**src/rtl/fpu_sequencer_pkg.sv**
```systemverilog
// fpu_sequencer_pkg
//   Shared definitions for the FPU sequencer slice:
//   - fpu_op_e     : operation encoding carried on reqN_op / fpu_control
//   - seq_state_e  : sequencer FSM state encoding
//   - DEF_LAT_*    : default accept-to-capture latencies (valid range 1..15)
package fpu_sequencer_pkg;

  typedef enum logic [1:0] {
    FPU_ADDSUB = 2'b00,
    FPU_MUL    = 2'b01,
    FPU_DIV    = 2'b10,
    FPU_SQRT   = 2'b11
  } fpu_op_e;

  typedef enum logic [1:0] {
    ST_IDLE = 2'b00,
    ST_BUSY = 2'b01,
    ST_RESP = 2'b10
  } seq_state_e;

  localparam int unsigned DEF_LAT_ADDSUB = 1;
  localparam int unsigned DEF_LAT_MUL    = 2;
  localparam int unsigned DEF_LAT_DIV    = 6;
  localparam int unsigned DEF_LAT_SQRT   = 8;

endpackage

```
**src/rtl/fpu_sequencer_rr_arbiter2.sv**
```systemverilog
// rr_arbiter2
//   Two-requester round-robin arbiter, purely combinational.
//   valid_i      : request present, bit N = requester N
//   last_grant_i : index of the requester granted most recently
//   grant_o      : one-hot grant (all zero when no request)
module rr_arbiter2 (
  input  logic [1:0] valid_i,
  input  logic       last_grant_i,
  output logic [1:0] grant_o
);

  always_comb begin
    grant_o = '0;
    case (valid_i)
      2'b01:   grant_o = 2'b01;
      2'b10:   grant_o = 2'b10;
      // Contention: favour whoever did not win last time.
      2'b11:   grant_o = last_grant_i ? 2'b01 : 2'b10;
      default: grant_o = '0;
    endcase
  end

endmodule

```
**src/rtl/fpu_sequencer.sv**
```systemverilog
// fpu_sequencer
//   Arbitrates two requesters onto a shared combinational FPU datapath,
//   keeps one operation in flight, waits a per-op latency, then presents
//   the captured result on a valid/ready response channel.
//   clk, rst_n                   : clock (rising edge), async active-low reset
//   reqN_valid/ready             : request handshake for requester N
//   reqN_op/sel/rs1/rs2          : operation, add/sub select, operands
//   fpu_rs1/rs2/control/sel      : registered drive of the FPU datapath
//   fpu_result                   : FPU datapath result
//   rsp_valid/ready/id/data      : response handshake, winner index, result
//   busy                         : high whenever not IDLE
module fpu_sequencer
  import fpu_sequencer_pkg::*;
#(
  parameter int unsigned LAT_ADDSUB = DEF_LAT_ADDSUB,
  parameter int unsigned LAT_MUL    = DEF_LAT_MUL,
  parameter int unsigned LAT_DIV    = DEF_LAT_DIV,
  parameter int unsigned LAT_SQRT   = DEF_LAT_SQRT
) (
  input  logic        clk,
  input  logic        rst_n,
  input  logic        req0_valid,
  output logic        req0_ready,
  input  logic [1:0]  req0_op,
  input  logic        req0_sel,
  input  logic [31:0] req0_rs1,
  input  logic [31:0] req0_rs2,
  input  logic        req1_valid,
  output logic        req1_ready,
  input  logic [1:0]  req1_op,
  input  logic        req1_sel,
  input  logic [31:0] req1_rs1,
  input  logic [31:0] req1_rs2,
  output logic [31:0] fpu_rs1,
  output logic [31:0] fpu_rs2,
  output logic [1:0]  fpu_control,
  output logic        fpu_sel,
  input  logic [31:0] fpu_result,
  output logic        rsp_valid,
  input  logic        rsp_ready,
  output logic        rsp_id,
  output logic [31:0] rsp_data,
  output logic        busy
);

  seq_state_e  state_q;
  logic [3:0]  cnt_q;
  logic        last_grant_q;
  logic [31:0] fpu_rs1_q, fpu_rs2_q, rsp_data_q;
  logic [1:0]  fpu_control_q;
  logic        fpu_sel_q, rsp_id_q;

  logic [1:0]  grant;
  logic        accept;
  logic        win;
  logic [1:0]  win_op;

  // Counter preload is LAT-1 so that capture lands exactly LAT edges after accept.
  function automatic logic [3:0] lat_m1(input fpu_op_e op);
    case (op)
      FPU_ADDSUB: lat_m1 = 4'(LAT_ADDSUB - 1);
      FPU_MUL:    lat_m1 = 4'(LAT_MUL - 1);
      FPU_DIV:    lat_m1 = 4'(LAT_DIV - 1);
      default:    lat_m1 = 4'(LAT_SQRT - 1);
    endcase
  endfunction

  rr_arbiter2 u_arb (
    .valid_i      ({req1_valid, req0_valid}),
    .last_grant_i (last_grant_q),
    .grant_o      (grant)
  );

  // Ready is gated by rst_n so both stay low throughout reset.
  assign req0_ready = rst_n && (state_q == ST_IDLE) && grant[0];
  assign req1_ready = rst_n && (state_q == ST_IDLE) && grant[1];
  assign accept     = req0_ready || req1_ready;
  assign win        = grant[1];
  assign win_op     = win ? req1_op : req0_op;

  always_ff @(posedge clk or negedge rst_n) begin
    if (!rst_n) begin
      state_q       <= ST_IDLE;
      cnt_q         <= '0;
      last_grant_q  <= 1'b1;
      fpu_rs1_q     <= '0;
      fpu_rs2_q     <= '0;
      fpu_control_q <= '0;
      fpu_sel_q     <= 1'b0;
      rsp_data_q    <= '0;
      rsp_id_q      <= 1'b0;
    end else begin
      case (state_q)
        ST_IDLE: begin
          if (accept) begin
            fpu_rs1_q     <= win ? req1_rs1 : req0_rs1;
            fpu_rs2_q     <= win ? req1_rs2 : req0_rs2;
            fpu_control_q <= win_op;
            fpu_sel_q     <= win ? req1_sel : req0_sel;
            rsp_id_q      <= win;
            last_grant_q  <= win;
            cnt_q         <= lat_m1(fpu_op_e'(win_op));
            state_q       <= ST_BUSY;
          end
        end
        ST_BUSY: begin
          if (cnt_q == 4'd0) begin
            rsp_data_q <= fpu_result;
            state_q    <= ST_RESP;
          end else begin
            cnt_q <= cnt_q - 4'd1;
          end
        end
        ST_RESP: begin
          if (rsp_ready) state_q <= ST_IDLE;
        end
        default: state_q <= ST_IDLE;
      endcase
    end
  end

  assign fpu_rs1     = fpu_rs1_q;
  assign fpu_rs2     = fpu_rs2_q;
  assign fpu_control = fpu_control_q;
  assign fpu_sel     = fpu_sel_q;
  assign rsp_data    = rsp_data_q;
  assign rsp_id      = rsp_id_q;
  assign rsp_valid   = (state_q == ST_RESP);
  assign busy        = (state_q != ST_IDLE);

endmodule
```
**config.mk**
```make
export PLATFORM = sky130hd
export DESIGN_NAME = fpu_sequencer
export DESIGN_NICKNAME = d
export VERILOG_FILES = /design/src/rtl/fpu_sequencer_pkg.sv /design/src/rtl/fpu_sequencer_rr_arbiter2.sv /design/src/rtl/fpu_sequencer.sv
export SDC_FILE = /design/constraint.sdc
export NUM_CORES = 1
export LEC_CHECK = 0
export CAP_MARGIN = 30
export CORE_ASPECT_RATIO = 1.4
export CORE_MARGIN = 5
export CORE_UTILIZATION = 38
export CTS_CLUSTER_DIAMETER = 200
export DETAILED_ROUTE_END_ITERATION = 8
export PLACE_DENSITY = 0.79
export SYNTH_ARGS = -nofsm -noshare
export SYNTH_HDL_FRONTEND = slang
export SYNTH_SLANG_ARGS = --single-unit
```
**constraint.sdc**
```tcl
create_clock -name clk -period 2.5 [get_ports clk]
set_clock_uncertainty 0.15 [all_clocks]
set_input_delay 0.625 -clock clk [delete_from_list [all_inputs] [get_ports clk]]
set_output_delay 0.625 -clock clk [all_outputs]
set_load 0.05 [all_outputs]
```
==> flow_metrics.py, run 1 <==
metrics = {
    "outcome": {
        "outcome": "finished clean",
    },
    "clock_tree": {
        "cts_max_path_buffers": 2,
        "clock-sinks": 107,
        "ctsHtreeMaxLevel": 3,
        "numCtsBuffers": 9,
        "cts_tree": "done",
        "clkLatencyLatePin_ps": 340,
        "cts.clk_slew.worst_paths_ps": 80,
        "root_buffer": "clkbuf_16",
        "cts_post_setup_buffers_inserted": 0,
    },
    "yosys": {
        "yosysWarnings": 0,
        "synth_area_um2": 4652,
        "synth_area_per_cell_um2": 9.631,
        "syn_nets": 655,
        "ys.flop_type": "dfrtp_1",
        "ys_seq_area_share_pct": 57.58,
        "ys_seq_elements": 107,
        "ys_types": 34,
        "synth_edf_count": 0,
        "async_reset_ff_share_pct": 100.0,
        "synth_cells": 483,
    },
    "route": {
        "ant_nets": 0,
        "wirelength_um": 15500,
        "vias": 4463,
        "wl_per_cell_um": 17.21,
        "drc": 0,
        "drt-initial-drc-count": 125,
        "drt_pass1_iterations": 4,
        "post_drt_via_cell_ratio": 4.953,
    },
    "placement": {
        "gp_congestion": 0.7930,
        "hpwl_um": 12160,
        "dp_cells": 885,
        "portBuffers": 274,
    },
    "worst_setup_path": {
        "max_stage_delay_ps": 490,
        "critical-path-top-delay-family": "buffers and inverters",
        "startpoint_type": "input pin",
        "slowest_stage": "clkdlybuf4s50_1",
        "required_ps": 1730,
        "crit_chain": "clkdlybuf4s50_1, a21bo_2, nor2_2, buf_6",
        "path_max_fanout": 2,
        "endpoint_kind": "output pin",
        "cp_num_buf_inv": 2,
        "critPathKind": "in -> out",
        "worstPathArrival_ps": 1650,
        "worst-r2r-setup-slack_ps": 520,
    },
    "pwr": {
        "pwr-share-seq_pct": 27.1,
        "pwr-share-comb_pct": 60.2,
        "cellLeakagePower_nw": 3.293,
        "switchingPower_mw": 5.612,
        "clock_power_share_pct": 12.7,
        "p_sw_share_pct": 48.81,
        "power_density_nw_per_um2": 1456,
        "vdd_drop_max_uv": 614.6,
        "intPower_mw": 5.885,
    },
    "sta": {
        "hold_viol_final": 0,
        "fin_crit_sh_pct": 96.80,
        "rsz0062_at_grt": "false",
        "max_slew_margin_pct": 51.26,
        "period_needed_ps": 2420,
        "final.setup.tns_ps": 0,
        "max_freq_mhz": 413.2,
        "setup_viol": 0,
        "drv_slew": 0,
        "tightest_slew_ps": 731.1,
    },
    "floorplanning": {
        "die_y_um": 140.9,
        "core_area_um2": 11940,
        "initial_utilization_pct": 38.97,
        "row_count": 47,
        "die_area_um2": 14590,
        "io_pins": 275,
        "die_w_um": 103.5,
    },
    "finish": {
        "drive_gt1_share_pct": 10.74,
        "mostFrequentLayoutCells": "clkdlybuf4s50_1, nand2_1, dfrtp_1, nor2_1, a31oi_1",
        "fin_cells": 901,
        "final_common_cell": "clkdlybuf4s50_1",
        "final_nets": 921,
        "antennaDiodeCount": 0,
        "area_growth_pct": 69.71,
    },
    "grt": {
        "grt_pass1_wl_um": 24560,
        "antenna_found_initial": 1,
        "grt-ovfl-total": 0,
        "track_usage_pct": 21.01,
        "grt_max_degree": 88,
        "grt_pass1_vias": 4747,
    },
    "worst_hold_path": {
        "worstHoldPathType": "in -> async",
    },
    "flow_run": {
        "cap_violations": 0,
    },
}
==> area by class of cell <==
cell class	count	area [µm²]
multi-input combinational	340	1822
clock buffer	10	239.0
fill	957	4043
inverter	4	15.01
tap	147	183.9
sequential	107	2679
clock inverter	6	73.82
timing repair buffer	287	2883
==> sequential cells by signal, indices dropped and copies added (netlist names) <==
signal	count
fpu_control	2
cnt_q	4
fpu_sel	1
fpu_rs2	32
rsp_id	1
fpu_rs1	32
last_grant_q	1
rsp_data	32
state_q	2
==> worst paths after layout <==
check                            from          end  cells after the start
hold / removal                  rst_n  rsp_data[3]                      2
min in group clk               rsp_id       rsp_id                      2
setup reg to reg             cnt_q[0]  rsp_data[4]                      6
hold reg to reg                rsp_id       rsp_id                      2
setup / recovery           req1_valid   req1_ready                      4
max in group asynchronous       rst_n  rsp_data[1]                      2
==> timing repair <==
action	CTS	global route
setup endpoints to repair	1	1
resized for setup	1	1
pin swaps	0	0
hold buffers	0	0
==> synthesized netlist by cell type (2+ instances only) <==
| master | n | share of area (%) |
|---|---|---|
| o21ai_0 | 2 | 0.22 |
| buf_2 | 18 | 1.9 |
| nand2b_1 | 2 | 0.27 |
| a21oi_1 | 3 | 0.32 |
| nor3_1 | 3 | 0.32 |
| nand2_1 | 139 | 11 |
| a31oi_1 | 67 | 9.0 |
| buf_4 | 2 | 0.32 |
| o22a_1 | 2 | 0.38 |
| mux2_2 | 32 | 7.7 |
| dfrtp_1 | 106 | 57 |
| inv_1 | 4 | 0.32 |
| nor2_1 | 71 | 5.7 |
| clkbuf_1 | 12 | 0.97 |
==> routing by layer <==
| layer | wire [µm] | GRT usage [%] |
|---|---|---|
| met5 | 13 | 0 |
| met4 | 372 | 7.049 |
| met3 | 1338 | 8.417 |
| met2 | 8149 | 37.87 |
| met1 | 5630 | 22.13 |
==> power by group through the flow <==
| stage | registers [mW] | clock network [mW] | logic, mW |
|---|---|---|---|
| 2_1_floorplan | 5.95 | 0 | 1.60 |
| 3_3_place_gp | 3.09 | 0 | 6.88 |
| 3_5_place_dp | 3.15 | 0 | 6.98 |
| 4_1_cts | 3.12 | 1.50 | 6.99 |
| 5_1_grt | 3.23 | 1.57 | 7.28 |
| 6_report | 3.11 | 1.46 | 6.92 |
==> per-stage QoR <==
| stage | hold WS (ps) | utilization (%) | instance area (µm²) | power (mW) | setup WS (ps) |
|---|---|---|---|---|---|
| after global routing | 328.3 | 66.14 | 7895 | 12.08 | 15.71 |
| after CTS | 282.5 | 66.10 | 7891 | 11.61 | 47.47 |
| after global placement | 337.5 | 63.49 | 7580 | 9.972 | 73.51 |
| after detailed placement | 337.2 | 63.49 | 7580 | 10.13 | 16.31 |
| final | 267.4 | 66.14 | 7895 | 11.50 | 79.88 |
| after floorplan | 179.4 | - | 4658 | 7.554 | 111.5 |
==> cells by family after synthesis <==
family | Yosys count | share of synthesized area, %
multiplexers | 33 | 7.961
flip-flops | 107 | 57.58
AND/OR/NAND/NOR | 225 | 19.26
buffers and inverters | 36 | 3.550
adder cells (fa/ha/maj) | 1 | 0.2689
AO/OA/AOI/OAI | 81 | 11.38
(Power assumes the default switching activity.)
==> run 2, diff against run 1 <==
- CORE_AREA: not set -> 5 5 103 105
- CORE_ASPECT_RATIO: 1.4 -> not set
- CORE_MARGIN: 5 -> not set
- CORE_UTILIZATION: 38 -> not set
- DIE_AREA: not set -> 0 0 108 110
- DONT_BUFFER_PORTS: not set -> 1
- PLACE_DENSITY: 0.79 -> 0.62
- SKIP_CTS_REPAIR_TIMING: not set -> 1
==> flow_metrics.py, run 2 (same netlist as run 1, synthesis figures left out) <==
metrics = {
    "outcome": {
        "outcome": "finished with violations",
        "violations": "negative hold slack",
    },
    "sta": {
        "fin_crit_sh_pct": 92.51,
        "hold_viol_final": 107,
        "final.setup.tns_ps": 0,
        "max_slew_margin_pct": 63.64,
        "tightest_slew_ps": 545.5,
        "setup_viol": 0,
        "rsz0062_at_grt": "false",
        "period_needed_ps": 2313,
        "max_freq_mhz": 432.4,
        "drv_slew": 0,
        "holdWs_ps": -211.8,
    },
    "clock_tree": {
        "cts.clk_slew.worst_paths_ps": 100,
        "cts_max_path_buffers": 2,
        "cts_tree": "done",
        "numCtsBuffers": 9,
        "clock-sinks": 107,
        "root_buffer": "clkbuf_8",
        "ctsHtreeMaxLevel": 3,
        "clkLatencyLatePin_ps": 370,
    },
    "finish": {
        "multi_input_area_um2": 1822,
        "mostFrequentLayoutCells": "nand2_1, dfrtp_1, nor2_1, a31oi_1, mux2_2",
        "fin_cells": 610,
        "area_growth_pct": 6.966,
        "final_common_cell": "nand2_1",
        "drive_gt1_share_pct": 14.26,
        "fill_cells": 921,
        "seqCellArea_um2": 2679,
        "final_nets": 644,
        "antennaDiodeCount": 0,
        "stdcell_area_um2": 4976,
    },
    "floorplanning": {
        "die_w_um": 108,
        "die_area_um2": 11880,
        "die_y_um": 110,
        "initial_utilization_pct": 48.72,
        "row_count": 36,
        "core_area_um2": 9549,
        "io_pins": 275,
    },
    "worst_setup_path": {
        "endpoint_kind": "output pin",
        "worstPathArrival_ps": 1540,
        "critPathKind": "reg -> out",
        "worst-r2r-setup-slack_ps": 530,
        "startpoint_type": "flip-flop",
        "r2r_cells": 6,
        "crit_chain": "or3b_4, nor2_2, buf_4",
        "max_stage_delay_ps": 440,
        "slowest_stage": "or3b_4",
        "path_max_fanout": 6,
        "r2r-end": "rsp_data[15]",
        "reg2reg_from": "cnt_q[0]",
        "required_ps": 1730,
    },
    "flow_run": {
        "cap_violations": 0,
    },
    "pwr": {
        "cellLeakagePower_nw": 2.121,
        "power_density_nw_per_um2": 1821,
        "vdd_drop_max_uv": 758.3,
    },
    "route": {
        "vias": 3439,
        "drt-initial-drc-count": 238,
        "drt_pass1_iterations": 4,
        "ant_nets": 0,
        "drc": 0,
        "wl_per_cell_um": 19.36,
        "post_drt_via_cell_ratio": 5.638,
        "wirelength_um": 11810,
    },
    "placement": {
        "hpwl_um": 8825,
        "gp_congestion": 0.8280,
        "dpl_cell_area_um2": 4782,
        "portBuffers": 0,
        "dp_cells": 594,
    },
    "grt": {
        "track_usage_pct": 18.99,
        "grt_pass1_wl_um": 17370,
        "antenna_found_initial": 0,
        "grt-ovfl-total": 0,
        "grt_max_degree": 110,
        "grt_pass1_vias": 3346,
    },
    "worst_hold_path": {
        "worstHoldPathType": "in -> async",
    },
}
run 2: changes by cell type in the layout (fill, tap and decap cells not counted), moves of 3 or more:
cell	previous run	this run
clkbuf_16	9	0
buf_4	16	8
clkdlybuf4s50_1	264	0
clkbuf_8	1	9
buf_12	5	2
run 2: how the worst max path moves through the flow:
stage                           from           to  slack, ps  cells after the start
after global routing      state_q[0]   req1_ready        110                      3
after floorplan           req1_valid   req1_ready        110                      4
after global placement         rst_n   req1_ready        390                      3
after detailed placement       rst_n  fpu_rs2[29]        350                      5
final                     state_q[0]   req1_ready        190                      3
after CTS                 state_q[0]   req1_ready        150                      3
run 2: metal layers:
| metal | vias to the layer above | global-route usage (%) | wire length, µm |
|---|---|---|---|
| met3 | 14 | 6.989 | 1291 |
| met2 | 181 | 31.88 | 5852 |
| met1 | 1644 | 22.56 | 4504 |
| met5 | - | 0 | 0 |
| li1 | 1600 | - | - |
| met4 | 0 | 6.853 | 161 |
run 2: where the power goes:
part | internal, mW | switching [mW]
logic | 0.877 | 0.979
clock network | 0.463 | 0.580
registers | 2.56 | 3.60
total | 3.90 | 5.16
run 2: per-stage QoR:
stage	utilization (%)	setup WS (ps)	hold WS, ps	power (mW)
6_report	52.11	187.3	-211.8	9.060
5_1_grt	52.11	112.6	-247.0	9.522
4_1_cts	52.11	153.6	-234.7	9.157
3_5_place_dp	50.08	349.8	182.1	8.123
3_3_place_gp	50.08	387.5	182.2	8.023
2_1_floorplan	-	111.5	179.4	7.554
run 2: final cells by class:
class	count	share of cell area, %
Sequential cell	107	53.83
Tap cell	133	3.344
Inverter	4	0.3017
Timing Repair Buffer	10	2.012
Multi-Input combinational cell	340	36.61
Clock inverter	6	1.333
Clock buffer	10	2.565
run 2: critical path, delay by kind of cell (launching register included):
kind                   cells  cell delay (ps)
AND/OR/NAND/NOR            2              530
buffers and inverters      1              200
flip-flops                 1              430
==> run 3, diff against run 2 <==
- SKIP_LAST_GASP: not set -> 1
==> results of run 3 <==
No change in the layout: final DEF, timing and power equal those of run 2.
==> variant 1, RTL diff (flow settings as in run 2) <==
The 3 states of `seq_state_e` get a one-hot encoding in 3 bits.
--- a/src/rtl/fpu_sequencer_pkg.sv
+++ b/src/rtl/fpu_sequencer_pkg.sv
@@ -13,8 +13,8 @@
   } fpu_op_e;
 
-  typedef enum logic [1:0] {
-    ST_IDLE = 2'b00,
-    ST_BUSY = 2'b01,
-    ST_RESP = 2'b10
+  typedef enum logic [2:0] {
+    ST_IDLE = 3'b001,
+    ST_BUSY = 3'b010,
+    ST_RESP = 3'b100
   } seq_state_e;
 
Check against the original RTL: same outputs for any inputs over 4 cycles, from zero or initial values and one cycle with rst_n low; so few cycles prove little.
==> variant 1 against run 2 <==
- count of clock-buffer cells in the layout grew 1
- power shrank 1.9%
- area after synthesis grew 4.2%
- final area grew 3.9%
- routed wire length shrank 5.3%
- the flow still finishes with violations (hold timing)
- via count shrank 13%
- setup slack lost 0.090 ns
- sequential cell count grew 1
- highest routed layer unchanged
==> variant 1: results (changes against run 2) <==
metric	value	unit	change
status	finished with violations		unchanged
violations	hold timing		unchanged
slowest_delay	0.60	ns	was 0.44 ns
syn-num-nets	585		was 655
met1Wirelength	3.97	mm	was 4.50 mm
place_inst	527		was 594
layout.nets	579		was 644
dpl_cell_area	4940	µm²	was 4780 µm²
whs	-0.195	ns	was -0.212 ns
clk_latency	0.35	ns	was 0.37 ns
hold_viol	107		unchanged
vias	3003		was 3439
dp_slack	0.413	ns	was 0.350 ns
grt_use_met3	8.27	%	was 6.99%
synthTopCellsByCount	dfrtp_1, nor2_1, a21oi_1		was nand2_1, dfrtp_1, nor2_1
crit_family	flip-flops		was simple AND/OR/NAND/NOR gates
gp_congestion	0.735		was 0.828
async_flop_share	100	%	unchanged
crit_path_top_delay_cell	dfstp_2		was or3b_4
use_met2	30.6	%	was 31.9%
worstMarginPinSlew	0.588	ns	was 0.545 ns
wl	11.2	mm	was 11.8 mm
max-vdd-ir-drop	1020	µV	was 758 µV
gr-usage-met1	19.4	%	was 22.6%
postSynthAreaPerCell	11.7	µm²	was 9.63 µm²
wl_met3	1.39	mm	was 1.29 mm
fin_crit_sh	96.1	%	was 92.5%
reg2reg_to	rsp_data[3]		was rsp_data[15]
first_pass_iters	6		was 4
cp-startpoint	state_q[0]		unchanged
hpwl	8.41	mm	was 8.83 mm
synth_cell_type_count	35		was 34
crit_end	req0_ready		was req1_ready
reg2reg_slack	0.42	ns	was 0.53 ns
dr_wl_met2	5.67	mm	was 5.85 mm
cp.arrival	1.63	ns	was 1.54 ns
first_global_vias	3168		was 3346
drive_gt1_share	15.0	%	was 14.3%
synth.area.top_cells	dfrtp_1, mux2i_1, a21oi_1, mux2_2, nor2_1		was dfrtp_1, nand2_1, a31oi_1, mux2_2, nor2_1
h-tree-depth	3		unchanged
setup_viol	0		unchanged
reg2reg_depth	5		was 6
grt_pass1_wl	16.4	mm	was 17.4 mm
ys_seq_area_share	55.8	%	was 57.6%
reg2reg_from	cnt_q[0]		unchanged
leakage	2.18	nW	was 2.12 nW
hp-class	in -> async		unchanged
path_clk_slew	0.11	ns	
groute.usage.overall	17.7	%	was 19.0%
drtIter0Drc	132		was 238
stdcell_count	545		was 610
variant 1: cell types whose count changed after synthesis, sizes merged, moves of 6 or more:
cell    change
nand2     -135
buf         +6
a21oi      +68
a31oi      -65
mux2i      +66
clkbuf     -12
variant 1: cells by family (layout without fill, tap and decap cells):
family                     count (synthesis)  in the layout  share of synthesized area [%]
AOI/OAI and AO/OA                         81             81                           9.16
xor gates and xnor gates                   1              1                          0.181
adders and majority gates                  1              1                          0.258
buffers and inverters                     31             30                           4.44
DFF                                      108            108                           55.8
muxes                                     99             99                           21.3
and+or+nand+nor                           92             92                           8.88
variant 1: report_power, final:
part	internal [W]	switching [W]
clock network	0.000532	0.000600
logic	0.000806	0.000855
registers	0.00255	0.00354
variant 1: final cells by class:
class                           instances  area, µm²
Clock buffer                           11        151
Clock inverter                          5       65.1
Fill cell                             842       4380
Inverter                                5       18.8
Multi-Input combinational cell        274       1950
Sequential cell                       108       2710
Tap cell                              133        166
Timing Repair Buffer                    9        118
==> variant 2, RTL diff (settings of run 2) <==
Made on the original files. The package constant `DEF_LAT_DIV` goes from 6 to 3.
--- a/src/rtl/fpu_sequencer_pkg.sv
+++ b/src/rtl/fpu_sequencer_pkg.sv
@@ -21,5 +21,5 @@
   localparam int unsigned DEF_LAT_ADDSUB = 1;
   localparam int unsigned DEF_LAT_MUL    = 2;
-  localparam int unsigned DEF_LAT_DIV    = 6;
+  localparam int unsigned DEF_LAT_DIV    = 3;
   localparam int unsigned DEF_LAT_SQRT   = 8;
 
Behaviour: no difference found for any inputs over 4 cycles, from zero or initial values and one cycle with rst_n low; that may be too few to reach the edited logic, so the function may still have changed.
==> variant 2 against run 2 <==
- the flow still finishes with violations (hold timing)
- final area grew 1.7%
- register-to-register slack gained 0.05 ns
- setup slack lost 0.034 ns
- sequential cell count is the same
- area after synthesis grew 3.3%
- fmax shrank 1.4%
- critical path depth grew 1
- utilization grew 0.86 points
- hold slack gained 0.0085 ns
- power shrank 1.7%
- routed wire length shrank 8.2%
- largest power group unchanged
==> variant 2: results (changes against run 2) <==
metric	value	unit	change
final_max_slew_viol_count	0		unchanged
path_clk_slew	0.09	ns	
portBuffers	0		unchanged
synth_ff_type	dfrtp_1		unchanged
syn-num-nets	579		was 655
violations	hold timing		unchanged
whs	-0.203	ns	was -0.212 ns
fillerInstances	846		was 921
clockRootBuffer	clkbuf_8		unchanged
grt_start_max_net_pins	109		was 110
path_max_fanout	7		was 6
cp.arrival	1.57	ns	was 1.54 ns
hold_viol	106		was 107
antenna_found_initial	0		unchanged
synthTopCellsByCount	dfrtp_1, nor2_1, a21oi_1		was nand2_1, dfrtp_1, nor2_1
h-tree-depth	3		unchanged
groute.usage.overall	17.6	%	was 19.0%
max-slew-margin-rel	64.5	%	was 63.6%
reg2reg_slack	0.58	ns	was 0.53 ns
layout.nets	572		was 644
yosysWarnings	0		unchanged
ys_seq_area_share	55.8	%	was 57.6%
leakage	2.15	nW	was 2.12 nW
synth_cell_type_count	29		was 34
drtIter0Drc	126		was 238
clk_latency	0.36	ns	
max-vdd-ir-drop	807	µV	was 758 µV
synth.area.top_cells	dfrtp_1, mux2i_1, mux2_2, a21oi_1, nor2_1		was dfrtp_1, nand2_1, a31oi_1, mux2_2, nor2_1
avgRoutedWirePerCell	20.1	µm	was 19.4 µm
first_pass_iters	4		unchanged
reg2reg_to	rsp_data[7]		was rsp_data[15]
grt_pass1_wl	16.1	mm	was 17.4 mm
hpwl	8.21	mm	was 8.83 mm
reg2reg_depth	6		unchanged
viasPerCell	5.41		was 5.64
status	finished with violations		unchanged
async_flop_share	100	%	unchanged
first_global_vias	3043		was 3346
gp_congestion	0.699		was 0.828
drive_gt1_share	16.0	%	was 14.3%
variant 2: power breakdown:
part | internal (W) | leakage [nW] | switching, W | total, W
Clock | 0.000562 | 0.103 | 0.000556 | 0.00112
Combinational | 0.000838 | 0.843 | 0.000868 | 0.00171
Sequential | 0.00254 | 1.20 | 0.00354 | 0.00608
variant 2: routing by layer:
layer	track usage (%)	wire (µm)	vias to the layer above
met5	0	0	-
met4	7.84	196	0
met3	8.27	1360	15
met2	30.1	5610	167
met1	18.8	3670	1342
li1	-	-	1388
variant 2: through the flow:
step	area [µm²]	cells	setup WS [ns]	total power [W]
finish	5060	538	0.153	0.00891
global placement	4850	522	0.351	0.00780
detailed placement	4850	522	0.343	0.00790
global route	5060	538	0.0413	0.00940
CTS	5060	538	0.113	0.00903
floorplan	4810	407	0.0762	0.00746
variant 2: worst max-delay path by stage:
stage | start | to | cells after the start
2_1_floorplan | req1_valid | req1_ready | 5
3_3_place_gp | rst_n | req0_ready | 4
3_5_place_dp | rst_n | req0_ready | 4
4_1_cts | state_q[0] | req0_ready | 4
5_1_grt | state_q[0] | req0_ready | 4
6_report | state_q[0] | req0_ready | 4
variant 2: worst max-delay path, cell delays in order, from the launching register on:
cell,delay (ns)
dfrtp_1,0.45
nor3b_4,0.34
nand2_1,0.11
a21oi_2,0.11
buf_4,0.21
variant 2: cell families (layout without fill, tap and decap cells):
kind of cell | after synthesis | count (layout) | synth area share [%]
simple gates | 87 | 87 | 7.81
compound gates | 80 | 80 | 8.96
buf+inv | 31 | 29 | 5.31
flops | 107 | 107 | 55.8
mux | 101 | 101 | 21.9
fa+ha+maj | 1 | 1 | 0.260
variant 2: area by class of cell:
class	count	area [µm²]	share of cell area, %
sequential	107	2680	53.0
multi-input combinational	269	1890	37.3
tap	133	166	3.29
inverter	5	18.8	0.371
clock inverter	5	77.6	1.53
clock buffer	11	131	2.60
timing repair buffer	8	97.6	1.93
